`src/rtl/apb_master_bridge_if.sv`:
```
// Bundle of the host command/response handshake and the APB initiator signals.
// The master modport is the bridge's view; the slave modport is the host/APB side.
interface apb_master_bridge_if #(
    parameter int ADDR_W = 8,
    parameter int DATA_W = 8
);
    logic              cmd_valid;
    logic              cmd_ready;
    logic              cmd_write;
    logic [ADDR_W-1:0] cmd_addr;
    logic [DATA_W-1:0] cmd_wdata;

    logic              rsp_valid;
    logic [DATA_W-1:0] rsp_rdata;
    logic              rsp_err;

    logic              psel;
    logic              penable;
    logic              pwrite;
    logic [ADDR_W-1:0] paddr;
    logic [DATA_W-1:0] pwdata;
    logic [DATA_W-1:0] prdata;
    logic              pready;
    logic              pslverr;

    modport master (
        input  cmd_valid, cmd_write, cmd_addr, cmd_wdata,
        output cmd_ready,
        output rsp_valid, rsp_rdata, rsp_err,
        output psel, penable, pwrite, paddr, pwdata,
        input  prdata, pready, pslverr
    );

    modport slave (
        output cmd_valid, cmd_write, cmd_addr, cmd_wdata,
        input  cmd_ready,
        input  rsp_valid, rsp_rdata, rsp_err,
        input  psel, penable, pwrite, paddr, pwdata,
        output prdata, pready, pslverr
    );
endinterface

```
`src/rtl/apb_master_bridge.sv`:
```
// APB initiator: turns single host commands into SETUP/ACCESS transfers with a one-cycle response strobe.
// Optional ACCESS wait-state timeout is enabled by defining APB_TIMEOUT_EN.
module apb_master_bridge #(
    parameter int ADDR_W  = 8,
    parameter int DATA_W  = 8,
    parameter int TIMEOUT = 16
) (
    input logic                pclk,
    input logic                preset_n,
    apb_master_bridge_if.master bus
);

    typedef enum logic [1:0] {
        IDLE   = 2'd0,
        SETUP  = 2'd1,
        ACCESS = 2'd2
    } state_e;

    if (TIMEOUT < 1) begin : g_timeout_check
        $error("apb_master_bridge: TIMEOUT must be at least 1");
    end

    state_e            state_q, state_d;
    logic              psel_q, psel_d;
    logic              penable_q, penable_d;
    logic              pwrite_q, pwrite_d;
    logic [ADDR_W-1:0] paddr_q, paddr_d;
    logic [DATA_W-1:0] pwdata_q, pwdata_d;
    logic              rsp_valid_q, rsp_valid_d;
    logic [DATA_W-1:0] rsp_rdata_q, rsp_rdata_d;
    logic              rsp_err_q, rsp_err_d;

`ifdef APB_TIMEOUT_EN
    localparam int WaitW = $clog2(TIMEOUT + 1);
    logic [WaitW-1:0]  wait_q, wait_d;
`endif

    always_comb begin
        state_d     = state_q;
        pwrite_d    = pwrite_q;
        paddr_d     = paddr_q;
        pwdata_d    = pwdata_q;
        rsp_valid_d = 1'b0;
        rsp_rdata_d = rsp_rdata_q;
        rsp_err_d   = rsp_err_q;
`ifdef APB_TIMEOUT_EN
        wait_d      = wait_q;
`endif

        case (state_q)
            IDLE: begin
                if (bus.cmd_valid) begin
                    pwrite_d = bus.cmd_write;
                    paddr_d  = bus.cmd_addr;
                    pwdata_d = bus.cmd_wdata;
                    state_d  = SETUP;
                end
            end
            SETUP: begin
                state_d = ACCESS;
`ifdef APB_TIMEOUT_EN
                wait_d  = '0;
`endif
            end
            ACCESS: begin
                // A real completion takes priority over a timeout reached in the same cycle.
                if (bus.pready) begin
                    state_d     = IDLE;
                    rsp_valid_d = 1'b1;
                    rsp_err_d   = bus.pslverr;
                    rsp_rdata_d = pwrite_q ? '0 : bus.prdata;
                end
`ifdef APB_TIMEOUT_EN
                else if (wait_q == WaitW'(TIMEOUT)) begin
                    state_d     = IDLE;
                    rsp_valid_d = 1'b1;
                    rsp_err_d   = 1'b1;
                    rsp_rdata_d = '0;
                end else begin
                    wait_d = wait_q + 1'b1;
                end
`endif
            end
            default: state_d = IDLE;
        endcase

        // Bus strobes are registered, so derive them from where the FSM is heading.
        psel_d    = (state_d != IDLE);
        penable_d = (state_d == ACCESS);
    end

    always_ff @(posedge pclk or negedge preset_n) begin
        if (!preset_n) begin
            state_q     <= IDLE;
            psel_q      <= 1'b0;
            penable_q   <= 1'b0;
            pwrite_q    <= 1'b0;
            paddr_q     <= '0;
            pwdata_q    <= '0;
            rsp_valid_q <= 1'b0;
            rsp_rdata_q <= '0;
            rsp_err_q   <= 1'b0;
        end else begin
            state_q     <= state_d;
            psel_q      <= psel_d;
            penable_q   <= penable_d;
            pwrite_q    <= pwrite_d;
            paddr_q     <= paddr_d;
            pwdata_q    <= pwdata_d;
            rsp_valid_q <= rsp_valid_d;
            rsp_rdata_q <= rsp_rdata_d;
            rsp_err_q   <= rsp_err_d;
        end
    end

`ifdef APB_TIMEOUT_EN
    always_ff @(posedge pclk or negedge preset_n) begin
        if (!preset_n) begin
            wait_q <= '0;
        end else begin
            wait_q <= wait_d;
        end
    end
`endif

    assign bus.cmd_ready = (state_q == IDLE);
    assign bus.psel      = psel_q;
    assign bus.penable   = penable_q;
    assign bus.pwrite    = pwrite_q;
    assign bus.paddr     = paddr_q;
    assign bus.pwdata    = pwdata_q;
    assign bus.rsp_valid = rsp_valid_q;
    assign bus.rsp_rdata = rsp_rdata_q;
    assign bus.rsp_err   = rsp_err_q;

endmodule

```
`src/flat_wrapper.sv`:
```
// flat-port wrapper written by rule: the top's interface ports become plain ports
module apb_master_bridge_flat 
#(
    parameter int ADDR_W  = 8,
    parameter int DATA_W  = 8,
    parameter int TIMEOUT = 16
)
  (pclk, preset_n, bus_cmd_valid, bus_cmd_write, bus_cmd_addr, bus_cmd_wdata, bus_cmd_ready, bus_rsp_valid, bus_rsp_rdata, bus_rsp_err, bus_psel, bus_penable, bus_pwrite, bus_paddr, bus_pwdata, bus_prdata, bus_pready, bus_pslverr);
  apb_master_bridge_if #(.ADDR_W(ADDR_W), .DATA_W(DATA_W)) bus_i ();
  input logic pclk;
  input logic preset_n;
  input wire logic [$bits(bus_i.cmd_valid)-1:0] bus_cmd_valid;
  input wire logic [$bits(bus_i.cmd_write)-1:0] bus_cmd_write;
  input wire logic [$bits(bus_i.cmd_addr)-1:0] bus_cmd_addr;
  input wire logic [$bits(bus_i.cmd_wdata)-1:0] bus_cmd_wdata;
  output wire logic [$bits(bus_i.cmd_ready)-1:0] bus_cmd_ready;
  output wire logic [$bits(bus_i.rsp_valid)-1:0] bus_rsp_valid;
  output wire logic [$bits(bus_i.rsp_rdata)-1:0] bus_rsp_rdata;
  output wire logic [$bits(bus_i.rsp_err)-1:0] bus_rsp_err;
  output wire logic [$bits(bus_i.psel)-1:0] bus_psel;
  output wire logic [$bits(bus_i.penable)-1:0] bus_penable;
  output wire logic [$bits(bus_i.pwrite)-1:0] bus_pwrite;
  output wire logic [$bits(bus_i.paddr)-1:0] bus_paddr;
  output wire logic [$bits(bus_i.pwdata)-1:0] bus_pwdata;
  input wire logic [$bits(bus_i.prdata)-1:0] bus_prdata;
  input wire logic [$bits(bus_i.pready)-1:0] bus_pready;
  input wire logic [$bits(bus_i.pslverr)-1:0] bus_pslverr;
  assign bus_i.cmd_valid = bus_cmd_valid;
  assign bus_i.cmd_write = bus_cmd_write;
  assign bus_i.cmd_addr = bus_cmd_addr;
  assign bus_i.cmd_wdata = bus_cmd_wdata;
  assign bus_cmd_ready = bus_i.cmd_ready;
  assign bus_rsp_valid = bus_i.rsp_valid;
  assign bus_rsp_rdata = bus_i.rsp_rdata;
  assign bus_rsp_err = bus_i.rsp_err;
  assign bus_psel = bus_i.psel;
  assign bus_penable = bus_i.penable;
  assign bus_pwrite = bus_i.pwrite;
  assign bus_paddr = bus_i.paddr;
  assign bus_pwdata = bus_i.pwdata;
  assign bus_i.prdata = bus_prdata;
  assign bus_i.pready = bus_pready;
  assign bus_i.pslverr = bus_pslverr;
  apb_master_bridge #(.ADDR_W(ADDR_W), .DATA_W(DATA_W), .TIMEOUT(TIMEOUT)) u_core (.pclk(pclk), .preset_n(preset_n), .bus(bus_i));
endmodule
```
`config.mk`:
```
export PLATFORM = sky130hd
export DESIGN_NAME = apb_master_bridge_flat
export DESIGN_NICKNAME = d
export VERILOG_FILES = /design/src/rtl/apb_master_bridge_if.sv /design/src/rtl/apb_master_bridge.sv /design/src/flat_wrapper.sv
export SDC_FILE = /design/constraint.sdc
export NUM_CORES = 1
export LEC_CHECK = 0
export ABC_AREA = 1
export CORE_AREA = 2 2 60 62
export CTS_CLUSTER_DIAMETER = 150
export DETAILED_ROUTE_END_ITERATION = 8
export DIE_AREA = 0 0 62 64
export PLACE_DENSITY = 0.73
export SLEW_MARGIN = 10
export SYNTH_ARGS = -nofsm -noshare
export SYNTH_HDL_FRONTEND = slang
export SYNTH_SLANG_ARGS = --single-unit
```
`constraint.sdc`:
```
create_clock -name pclk -period 1.5 [get_ports pclk]
set_input_delay 0.45 -clock pclk [delete_from_list [all_inputs] [get_ports pclk]]
set_output_delay 0.45 -clock pclk [all_outputs]
set_load 0.02 [all_outputs]
```
==> results of run 1 <==
[Yosys cell counts]
cell type	count
dfrtp_1	31
or2_2	1
inv_1	12
nand2_4	1
nor2_4	1
buf_6	1
clkbuf_1	1
nand3_1	29
buf_2	3
buf_4	1
nor2_1	9
nand2_1	54
[timing repair]
item,in CTS,in global routing
cloned,0,0
resized for setup,47,37
pin swaps,0,0
setup buffers,0,1
endpoints found under the setup margin,30,28
[state kept, by name (all words and copies together), names as in the netlist]
signal                flops
u_core.bus.paddr          8
u_core.bus.penable        1
u_core.bus.psel           1
u_core.bus.pwdata         8
u_core.bus.pwrite         1
u_core.bus.rsp_err        1
u_core.bus.rsp_rdata      8
u_core.bus.rsp_valid      1
u_core.state_q            2
[cell families after synthesis]
logic type	Yosys count	share of synthesized area, %
buf+inv	18	6.51
simple gates	95	32.3
flops	31	61.1
[power by group through the flow]
| stage | logic, mW | registers, mW | clock network, mW |
|---|---|---|---|
| floorplan | 0.660 | 1.90 | 0 |
| global placement | 2.16 | 1.44 | 0 |
| detailed placement | 2.20 | 1.46 | 0 |
| CTS | 1.96 | 1.45 | 0.469 |
| global route | 2.08 | 1.50 | 0.505 |
| finish | 1.89 | 1.46 | 0.446 |
[routing by layer]
layer  track usage (%)  vias to the layer above  wire (um)
li1                  -                      585          -
met4              7.71                        0         40
met2              27.5                       52       1540
met1              21.2                      544       1310
met5                 0                        -          0
met3              7.29                        4        269
[cells in the final DEF, fill, tap and decap left out, drive strengths merged, types with 9 or more instances in the layout]
master,instances
dfrtp,31
nand3,29
inv,12
clkbuf,27
buf,11
clkdlybuf4s50,29
clkdlybuf4s15,9
nor2,10
nand2,55
[how the worst min path moves through the flow]
stage / startpoint / endpoint / slack, ps / cells past startpoint
2_1_floorplan: preset_n / u_core.bus.paddr[0] / 150 / 0
3_3_place_gp: u_core.bus.paddr[5] / u_core.bus.paddr[5] / 460 / 2
3_5_place_dp: u_core.bus.paddr[2] / u_core.bus.paddr[2] / 460 / 2
4_1_cts: u_core.bus.paddr[2] / u_core.bus.paddr[2] / 480 / 2
5_1_grt: preset_n / u_core.bus.penable / 490 / 2
6_report: u_core.bus.paddr[2] / u_core.bus.paddr[2] / 480 / 2
[through the flow]
stage / setup TNS (ps) / hold slack [ps] / utilization, % / std cells
after detailed placement: -64.4 / 460 / 59.7 / 252
after global routing: 0 / 489 / 58.4 / 261
after global placement: -62.1 / 455 / 59.7 / 252
after CTS: 0 / 476 / 60.5 / 260
final: 0 / 478 / 58.4 / 261
after floorplan: 0 / 154 / - / 144
[final cells by class]
| cell class | count | area [um2] | share of cell area (%) |
|---|---|---|---|
| Clock buffer | 7 | 45.0 | 2.35 |
| Clock inverter | 1 | 5.00 | 0.261 |
| Inverter | 12 | 45.0 | 2.35 |
| Multi-Input combinational cell | 95 | 410 | 21.4 |
| Sequential cell | 31 | 776 | 40.4 |
| Tap cell | 46 | 57.6 | 3.00 |
| Timing Repair Buffer | 69 | 579 | 30.2 |
==> impl_metrics.json, run 1 <==
{
  "cts_buffers": 5,
  "critical_path_required_ps": 1050,
  "clk_latency_ps": 320,
  "placed_area_um2": 1960,
  "synth-seq-cells": 31,
  "synth.distinct_cells": 12,
  "max-cap-violations": 0,
  "viasPerCell": 4.54,
  "crit_type": "reg2out",
  "grt_max_degree": 32,
  "drc": 0,
  "cts_tree": "built",
  "gr-usage-all-layers_pct": 17.8,
  "cts_max_level": 2,
  "skew_ps": 4.69,
  "setup_ws_ps": 44.9,
  "post-route-cell-area_um2": 1920,
  "rr_worst_depth": 5,
  "crit_chain": "clkdlybuf4s15_1",
  "pre_cts_ws_ps": -64.4,
  "fill_cells": 328,
  "wl_um": 3160,
  "cp_data_arrival_time_ps": 1010,
  "hold_viol_final": 0,
  "worst-path-buf-inv": 1,
  "yosysTopAreaCell": "dfrtp_1",
  "max_freq_ghz": 0.687,
  "synth_area_um2": 1270,
  "drt_iter0_drc": 94,
  "crit_path_end": "bus_pwdata[1]",
  "r2r_start": "u_core.state_q[0]",
  "dr.pass1.iters": 4,
  "period_share_pct": 97.0,
  "cts_hold_buf": 0,
  "gr-total-overflow": 0,
  "syn_area_per_cell_um2": 8.81,
  "clock-sinks": 31,
  "die_h_um": 64,
  "synth_area_leaders": "dfrtp_1 (61%), nand2_1 (16%), nand3_1 (11%)",
  "initial_utilization_pct": 38.6,
  "chipWidth_um": 62,
  "cts.clk_slew.worst_paths_ps": 90,
  "total_power_mw": 3.79,
  "endpoint_kind": "output pin",
  "antennaDiodeCount": 0,
  "ir_worst_vdd_v": 0.000911,
  "intPower_mw": 2.12,
  "p_seq_share_pct": 38.4,
  "setup_viol": 0,
  "core_um2": 3280,
  "synth_nets": 174,
  "syn_inst": 144,
  "startpoint": "u_core.bus.pwdata[1]",
  "swShare_pct": 44.0,
  "crit_path_max_fanout": 2,
  "first_global_vias": 1212,
  "status": "completed",
  "seq_area_frac_synth_pct": 61.1,
  "power.switching_mw": 1.67,
  "timing.slew.headroom_pct": 86.6,
  "die-area_um2": 3970,
  "layout.nets": 244,
  "cp.depth": 1,
  "cellPowerDensity_nw_per_um2": 1980,
  "clk_path_buf_depth": 2,
  "antenna_found_initial": 0,
  "r2r_slack_ps": 280,
  "crit_path_start_kind": "flop",
  "yosysWarnings": 0,
  "path_delay_family": "flip-flops",
  "portBuffers": 59,
  "synth_top_area_share_pct": 61.1,
  "hp-class": "reg2reg",
  "gp_congestion": 0.798,
  "io_pins": 60,
  "row_count": 21,
  "worst_path_largest_cell_delay_ps": 390,
  "r2r-end": "u_core.bus.paddr[1]",
  "layout-drive-gt1-share_pct": 18.6,
  "grt_pass1_wl_um": 5220,
  "wl_per_cell_um": 12.1,
  "hpwl_um": 2320,
  "leakage_nw": 1.05,
  "slew_viol_final": 0,
  "fin_crit_ps": 1460,
  "rsz0062_at_grt": "false",
  "area_delta_synth_final_pct": 51.2,
  "pwr-share-clk_pct": 11.8,
  "cts_root_buf": "clkbuf_4",
  "via_count": 1185,
  "ant_nets": 0,
  "slowest_stage": "dfrtp_1",
  "tightestPinTransition_ps": 201,
  "power_frac_comb_pct": 49.8
}
Note: power is estimated with default switching activity, not from simulation.
==> run 2, diff against run 1 <==
--- a/config.mk
+++ b/config.mk
@@ -8,6 +8,7 @@
 export ABC_AREA = 1
 export CORE_AREA = 2 2 60 62
 export CTS_CLUSTER_DIAMETER = 150
+export CTS_CLUSTER_SIZE = 10
 export DETAILED_ROUTE_END_ITERATION = 8
 export DIE_AREA = 0 0 62 64
 export PLACE_DENSITY = 0.73
==> results of run 2 <==
Same layout as run 1: the final DEF is identical, and so are final timing and power.
==> RTL change: new RTL, settings of run 1 <==
`DATA_W` is set to 8 in 3 places; all go to 9.
--- a/src/rtl/apb_master_bridge_if.sv
+++ b/src/rtl/apb_master_bridge_if.sv
@@ -2,7 +2,7 @@
 // The master modport is the bridge's view; the slave modport is the host/APB side.
 interface apb_master_bridge_if #(
     parameter int ADDR_W = 8,
-    parameter int DATA_W = 8
+    parameter int DATA_W = 9
 );
     logic              cmd_valid;
     logic              cmd_ready;
--- a/src/rtl/apb_master_bridge.sv
+++ b/src/rtl/apb_master_bridge.sv
@@ -2,7 +2,7 @@
 // Optional ACCESS wait-state timeout is enabled by defining APB_TIMEOUT_EN.
 module apb_master_bridge #(
     parameter int ADDR_W  = 8,
-    parameter int DATA_W  = 8,
+    parameter int DATA_W  = 9,
     parameter int TIMEOUT = 16
 ) (
     input logic                pclk,
--- a/src/flat_wrapper.sv
+++ b/src/flat_wrapper.sv
@@ -2,7 +2,7 @@
 module apb_master_bridge_flat 
 #(
     parameter int ADDR_W  = 8,
-    parameter int DATA_W  = 8,
+    parameter int DATA_W  = 9,
     parameter int TIMEOUT = 16
 )
   (pclk, preset_n, bus_cmd_valid, bus_cmd_write, bus_cmd_addr, bus_cmd_wdata, bus_cmd_ready, bus_rsp_valid, bus_rsp_rdata, bus_rsp_err, bus_psel, bus_penable, bus_pwrite, bus_paddr, bus_pwdata, bus_prdata, bus_pready, bus_pslverr);
Interface: changed (resized bus_cmd_wdata, bus_prdata, bus_pwdata and bus_rsp_rdata); port bits go from 60 to 64. No check against the original RTL was run, so the function may have changed too.
==> RTL change against run 1 <==
Sequential power rose by 5%; sequential share of layout area down 0.13 points; sequential cell count is 2 higher; power grew 7.1%; synthesized area up 9.1%; wire length rose by 3.8%; setup slack worse by 0.0049 ns; design area increased by 6.8%; critical endpoint is now bus_pwdata[6].
==> RTL change: results <==
export IMPL_status="completed"
export IMPL_wl_met3_um=361
export IMPL_slowest_stage="dfrtp_1"
export IMPL_dr_wl_met2_mm=1.452
export IMPL_timing_rr_end="u_core.bus.pwdata[3]"
export IMPL_grt_usage=0.1838
export IMPL_placedCellCount=267
export IMPL_first_global_vias=1230
export IMPL_grt_overflow_total=0
export IMPL_gp_congestion=0.8106
export IMPL_grt_pass1_wl_mm=5.313
export IMPL_drtIter0Drc=68
export IMPL_wire_per_inst_um=11.93
export IMPL_yosysWarningCount=0
export IMPL_placed_cell_area_sq_mm=0.002097
export IMPL_p_per_area_mw_per_mm2=1982
export IMPL_ys_async_sr_fraction=1.000
export IMPL_finalSetupViolCount=0
export IMPL_layout_nets=260
export IMPL_vdd_drop_max_uv=945.8
export IMPL_numPortBuffers=63
export IMPL_tightest_slew_ns=0.2095
export IMPL_slew_violations=0
export IMPL_clockBufferDepth=2
export IMPL_root_buffer="clkbuf_4"
export IMPL_synth_net_count=189
export IMPL_layout_cells_non_filler=275
export IMPL_ys_top_cells_by_area="dfrtp_1 60%, nand2_1 16%, nand3_1 11%"
export IMPL_clk_pin_slew_worst_paths_ns=0.10
export IMPL_arrival_ns=1.01
export IMPL_hp_class="primary input to async pin"
export IMPL_fin_crit_sh=0.9733
export IMPL_hold_slack_ns=0.4713
export IMPL_netlist_cell_type_count=12
export IMPL_dr_pass1_iters=4
export IMPL_viasPerCell=4.585
export IMPL_reg2reg_depth=6
export IMPL_drt_met1_wl_mm=1.418
export IMPL_netlist_instances=157
export IMPL_r2r_start="u_core.state_q[1]"
export IMPL_synth_yosys_seq_area_share=0.5967
export IMPL_dp_worst_setup_slack_ns=-0.05659
export IMPL_dp_hpwl_mm=2.407
export IMPL_fillers=311
export IMPL_grt_max_degree=34
export IMPL_cpPeakStageDelay_ns=0.41
export IMPL_rrSetupSlack_ns=0.20
export IMPL_leakage_nw=1.123
export IMPL_yosys_top_cells_count="59 x nand2_1, 33 x dfrtp_1, 30 x nand3_1, 13 x inv_1, 9 x nor2_1"
export IMPL_antenna_found_initial=0
export IMPL_insertion_delay_ns=0.34
export IMPL_skew_ns=0.009621
export IMPL_numCtsBuffers=5
export IMPL_topRoutingLayerUsed="met4"
export IMPL_synth_flop_cell="dfrtp_1"
export IMPL_antenna_cells=0
export IMPL_cp_max_fo=2
export IMPL_drive_above_1_share=0.2227
-- RTL change: cell count changes after synthesis, moves of 2 or more --
cell,before,now
buf_2,3,5
nor2_2,0,2
nand2_1,54,59
dfrtp_1,31,33
-- RTL change: timing repair --
action,4_1_cts,5_1_grt
endpoints found under the hold margin,0,0
pin swaps,0,1
setup endpoints to repair,32,25
gates resized for setup,76,25
-- RTL change: kinds of logic (layout without fill, tap and decap cells) --
group	Yosys count	in the layout	share of synthesized area
and+or+nand+nor	102	102	0.3137
DFF	33	33	0.5967
buffers and inverters	22	94	0.08951
-- RTL change: area by class of cell --
class	count	area share
sequential	33	0.4032
inverter	13	0.02382
timing repair buffer	73	0.3079
clock inverter	2	0.004887
tap	46	0.02810
multi-input combinational	102	0.2120
clock buffer	6	0.02016
-- RTL change: worst max-delay path by stage --
stage | start | end | slack [ns] | cells past startpoint
floorplan | u_core.state_q[0] | bus_cmd_ready | 0.27 | 3
global placement | u_core.state_q[0] | bus_cmd_ready | -0.07 | 2
detailed placement | u_core.state_q[0] | bus_cmd_ready | -0.06 | 2
CTS | u_core.bus.rsp_rdata[5] | bus_rsp_rdata[5] | 0.002 | 1
global route | u_core.state_q[1] | bus_cmd_ready | -0.03 | 2
finish | u_core.bus.pwdata[6] | bus_pwdata[6] | 0.04 | 1
-- RTL change: power breakdown --
group | total [mW] | internal [mW] | leakage [nW] | switching (mW)
combinational | 2.05 | 0.797 | 0.676 | 1.25
sequential | 1.54 | 1.30 | 0.414 | 0.234
clock | 0.473 | 0.178 | 0.0320 | 0.295
-- RTL change: layer usage --
metal	vias to the layer above	GRT usage
met5	-	0
met4	0	0.06117
met3	5	0.08300
met2	64	0.2826
met1	570	0.2258
li1	622	-
